File: config.mk
export PLATFORM = sky130hd
export DESIGN_NAME = ysyx_23060208_axil_wr_master
export DESIGN_NICKNAME = d
export VERILOG_FILES = /design/src/rtl/ysyx_23060208_axil_wr_master.sv
export SDC_FILE = /design/constraint.sdc
export NUM_CORES = 1
export LEC_CHECK = 0
export CELL_PAD_IN_SITES_DETAIL_PLACEMENT = 0
export CELL_PAD_IN_SITES_GLOBAL_PLACEMENT = 1
export CORE_UTILIZATION = 30
export DETAILED_ROUTE_END_ITERATION = 10
export GPL_ROUTABILITY_DRIVEN = 0
export PLACE_DENSITY_LB_ADDON = 0.08
export SLEW_MARGIN = 20
export SYNTH_ARGS = -nofsm -noshare
export SYNTH_HDL_FRONTEND = slang
export SYNTH_SLANG_ARGS = --single-unit
File: constraint.sdc
create_clock -name clock -period 3.54 [get_ports clock]
set_input_delay 0.708 -clock clock [delete_from_list [all_inputs] [get_ports clock]]
set_output_delay 0.708 -clock clock [all_outputs]
set_load 0.05 [all_outputs]
File: src/rtl/ysyx_23060208_axil_wr_master.sv
// AXI-Lite write initiator: takes one LSU store at a time, drives AW/W/B and
// returns the write response on a valid/ready completion port.
module ysyx_23060208_axil_wr_master #(
   parameter int ADDR_WIDTH = 32,
   parameter int DATA_WIDTH = 32
) (
   input  logic                    clock,
   input  logic                    reset,
   input  logic                    req_valid,
   output logic                    req_ready,
   input  logic [ADDR_WIDTH-1:0]   req_addr,
   input  logic [DATA_WIDTH-1:0]   req_wdata,
   input  logic [DATA_WIDTH/8-1:0] req_wstrb,
   output logic                    done_valid,
   input  logic                    done_ready,
   output logic [1:0]              done_resp,
   output logic [7:0]              err_cnt,
   output logic [ADDR_WIDTH-1:0]   m_awaddr,
   output logic                    m_awvalid,
   input  logic                    m_awready,
   output logic [DATA_WIDTH-1:0]   m_wdata,
   output logic [DATA_WIDTH/8-1:0] m_wstrb,
   output logic                    m_wvalid,
   input  logic                    m_wready,
   input  logic [1:0]              m_bresp,
   input  logic                    m_bvalid,
   output logic                    m_bready
);

   localparam int STRB_WIDTH = DATA_WIDTH / 8;

   typedef enum logic [1:0] {IDLE, SEND, WAIT_B, RESP} state_t;

   state_t                  state_q, state_d;
   logic                    req_ready_q, req_ready_d;
   logic                    awvalid_q, awvalid_d;
   logic                    wvalid_q, wvalid_d;
   logic                    aw_done_q, aw_done_d;
   logic                    w_done_q, w_done_d;
   logic [ADDR_WIDTH-1:0]   awaddr_q, awaddr_d;
   logic [DATA_WIDTH-1:0]   wdata_q, wdata_d;
   logic [STRB_WIDTH-1:0]   wstrb_q, wstrb_d;
   logic [1:0]              done_resp_q, done_resp_d;
   logic [7:0]              err_cnt_q, err_cnt_d;
   logic                    aw_hs, w_hs;

   always_ff @(posedge clock) begin
      if (reset) begin
         state_q     <= IDLE;
         req_ready_q <= 1'b0;
         awvalid_q   <= 1'b0;
         wvalid_q    <= 1'b0;
         aw_done_q   <= 1'b0;
         w_done_q    <= 1'b0;
         awaddr_q    <= '0;
         wdata_q     <= '0;
         wstrb_q     <= '0;
         done_resp_q <= 2'b00;
         err_cnt_q   <= 8'h00;
      end else begin
         state_q     <= state_d;
         req_ready_q <= req_ready_d;
         awvalid_q   <= awvalid_d;
         wvalid_q    <= wvalid_d;
         aw_done_q   <= aw_done_d;
         w_done_q    <= w_done_d;
         awaddr_q    <= awaddr_d;
         wdata_q     <= wdata_d;
         wstrb_q     <= wstrb_d;
         done_resp_q <= done_resp_d;
         err_cnt_q   <= err_cnt_d;
      end
   end

   assign aw_hs = awvalid_q & m_awready;
   assign w_hs  = wvalid_q & m_wready;

   always_comb begin
      state_d     = state_q;
      awvalid_d   = awvalid_q;
      wvalid_d    = wvalid_q;
      aw_done_d   = aw_done_q;
      w_done_d    = w_done_q;
      awaddr_d    = awaddr_q;
      wdata_d     = wdata_q;
      wstrb_d     = wstrb_q;
      done_resp_d = done_resp_q;
      err_cnt_d   = err_cnt_q;
      case (state_q)
         IDLE: begin
            if (req_valid && req_ready_q) begin
               awaddr_d  = req_addr;
               wdata_d   = req_wdata;
               wstrb_d   = req_wstrb;
               awvalid_d = 1'b1;
               wvalid_d  = 1'b1;
               aw_done_d = 1'b0;
               w_done_d  = 1'b0;
               state_d   = SEND;
            end
         end
         SEND: begin
            if (aw_hs) begin
               awvalid_d = 1'b0;
               aw_done_d = 1'b1;
            end
            if (w_hs) begin
               wvalid_d = 1'b0;
               w_done_d = 1'b1;
            end
            // A handshake in this very cycle counts as complete.
            if ((aw_done_q || aw_hs) && (w_done_q || w_hs)) begin
               state_d = WAIT_B;
            end
         end
         WAIT_B: begin
            if (m_bvalid) begin
               done_resp_d = m_bresp;
               if (m_bresp != 2'b00 && err_cnt_q != 8'hFF) begin
                  err_cnt_d = err_cnt_q + 8'd1;
               end
               state_d = RESP;
            end
         end
         RESP: begin
            if (done_ready) begin
               state_d = IDLE;
            end
         end
         default: state_d = IDLE;
      endcase
      // Registered so req_ready stays low while reset is held.
      req_ready_d = (state_d == IDLE);
   end

   assign req_ready  = req_ready_q;
   assign m_awvalid  = awvalid_q;
   assign m_wvalid   = wvalid_q;
   assign m_awaddr   = awaddr_q;
   assign m_wdata    = wdata_q;
   assign m_wstrb    = wstrb_q;
   assign m_bready   = (state_q == WAIT_B);
   assign done_valid = (state_q == RESP);
   assign done_resp  = done_resp_q;
   assign err_cnt    = err_cnt_q;

endmodule

==> out/results.ini <==
[floorplanning]
core_area_sq_mm=0.00995
fp-row-count=36
initial_core_util_pct=31.5
io_pins=160
die_y_um=104
die_x_um=104
dieArea_sq_mm=0.0109

[timing]
clock_skew_ns=0.00952
final.min_clock_period_ns=2.59
slew_viol_final=0
max_freq_mhz=386
final-hold-violation-count=0
rsz0062_at_grt=false
maxSlewHeadroom_pct=57.3
setup_viol=0
fin_crit_sh_pct=73.2
setup_tns_ns=0
tightest_slew_ns=0.640

[synthesis]
yosysTopAreaCell=dfxtp_1
synth_compound_area_share_pct=15.3
netlist_instances=387
synth_xor_area_share_pct=0.280
synthMuxAreaShare_pct=1.32
synth_top_family_by_area=simple AND/OR/NAND/NOR gates
yosysMostFrequentCell=nand2_1
yosysUniqueCellTypes=37
synth_nets=465
synth_edf_count=0
synth_common_cells=142 x nand2_1, 85 x dfxtp_1, 77 x a21oi_1
avgSynthCellArea_sq_um=8.10
async_flop_share_pct=0
synthDominantCellAreaShare_pct=54.3
synthAdderAreaFrac_pct=0.399
synth_area_leaders=dfxtp_1 54%, nand2_1 17%, a21oi_1 12%
seq_area_frac_synth_pct=54.3
synth_area_sq_mm=0.00313
ys_ff_latch=85
yosysWarningCount=0
synth_flop_cell=dfxtp_1
yosys.area_share.simple_pct=24.0

[setup_path]
cp-startpoint=state_q[1]
required_ns=2.83
rrSetupSlack_ns=1.76
cp.arrival_ns=1.88
cp-end-kind=output port
path_class=register to output port
crit_fanout=11
worst-r2r-cell-count=5
r2r-end=m_wdata[26]
rr_startpoint=state_q[1]
startpoint_type=register

[flow_run]
max_cap_violations=0

[finish]
drive_gt1_share_pct=4.64
num_antenna_cells=0
nNetsFinal=612
fill_cells=996
syn2layout_area_growth_pct=59.9

[clocking]
cts.repair.resized=0
htreeDepth=3
clkTransAtPathRegs_ns=0.08
cts_sinks=85
postCtsSetupRepairBufs=0
cts_hold_buf=0
cts_buffers=9
cts_tree=yes
cts_root_buf=clkbuf_8
clock_latency_ns=0.34
cts_buffer_depth=2

[placement]
port_buffers=159
hpwlAfterDp_mm=5.93

[detailed_routing]
route.detailed.drc=0
drt-initial-drc-count=108
first_pass_iters=4
dr_total_vias=3065
viasPerCell=4.56
ant_nets=0
drt-total-wl_mm=8.75
routedWlPerCell_um=13.0

[pwr]
pwr-share-clk_pct=33.3
p_per_area_mw_per_mm2=434
p_int_mw=1.57
power_mw=2.17
switching_share_pct=27.8
vdd_drop_max_uv=213
p_switching_mw=0.604
p_seq_share_pct=47.0
p_comb_share_pct=19.6
leakage_nw=1.73

[hold_path]
hold_path_depth=2
min_path_type=register to register
min-delay-start=m_awaddr[16]
holdPathEnd=m_awaddr[16]

[run_status]
status=finished, final reports clean

[global_routing]
grt_max_degree=62
overflow=0
antenna_found_initial=0
first_global_vias=2800
grtUsageTotal_pct=15.8
grt_pass1_wl_mm=13.9

==> layout by cell type, fill, tap and decap left out, drive strengths merged, types with 2 or more instances in the layout <==
cell type and n:
nor2 13, a211oi 3, nor3 3, mux2i 3
a32oi 2, bufinv 2, clkbuf 12, o211ai 2
a21oi 77, and4 2, nand2 142, buf 5
nand3b 2, nor2b 3, nand3 4, clkdlybuf4s50 158
dfxtp 85
==> worst max-delay path by stage <==
stage / to / slack [ns]
3_3_place_gp: err_cnt[6] / 1.17
4_1_cts: done_valid / 0.92
6_report: done_valid / 0.95
3_5_place_dp: err_cnt[6] / 1.15
2_1_floorplan: err_cnt[6] / 1.75
5_1_grt: done_valid / 0.86
==> state kept, by name (all words and copies together) (netlist names) <==
name	cells
err_cnt	8
done_resp	2
aw_done_q	1
req_ready	1
w_done_q	1
state_q	2
m_wvalid	1
m_wdata	32
m_awvalid	1
m_awaddr	32
m_wstrb	4
==> metrics by stage <==
step / std cells / cell area, sq um / util (%) / hold slack [ns] / setup WS, ns
after floorplan: 387 / 3130 / - / 0.455 / 1.75
after global placement: 656 / 4800 / 48.3 / 0.441 / 1.17
after detailed placement: 656 / 4800 / 48.3 / 0.446 / 1.15
after CTS: 672 / 5010 / 50.3 / 0.457 / 0.917
after global routing: 672 / 5010 / 50.3 / 0.476 / 0.857
final: 672 / 5010 / 50.3 / 0.454 / 0.948
==> cell families (layout without fill, tap and decap cells) <==
group | Yosys count | in the layout
muxes | 4 | 4
buffers and inverters | 28 | 180
DFF | 85 | 85
and+or+nand+nor | 179 | 179
xor gates and xnor gates | 1 | 1
AOI/OAI and AO/OA | 89 | 89
adders and majority gates | 1 | 1
==> critical path, cell delays in order, from the launching register on <==
cell             delay, ns
dfxtp_1               0.52
and2_2                0.22
clkdlybuf4s50_1       0.81
==> final cells by class <==
cell class                 count  area [sq um]  share of cell area [%]
clock buffer                  12           135                    2.70
inverter                       1          3.75                  0.0749
tap                          133           166                    3.32
clock inverter                 4          72.6                    1.45
timing repair buffer         163          1630                    32.5
multi-input combinational    274          1300                    26.0
sequential                    85          1700                    34.0
==> layer usage <==
metal  global-route usage, %  vias to the layer above  wire length [um]
met5                       0                        -                 0
met4                    3.98                        0                82
met3                    7.77                        6               864
met2                    23.8                      109              3820
met1                    20.1                     1379              3980
li1                        -                     1571                 -
==> power groups by stage <==
stage,logic (mW),clock network [mW],registers [mW]
after floorplan,0.0985,0,1.18
after global placement,0.430,0,1.04
after detailed placement,0.430,0,1.04
after CTS,0.432,0.758,1.02
after global routing,0.453,0.802,1.03
final,0.427,0.724,1.02
No activity file was read; power rests on OpenSTA's default activity.
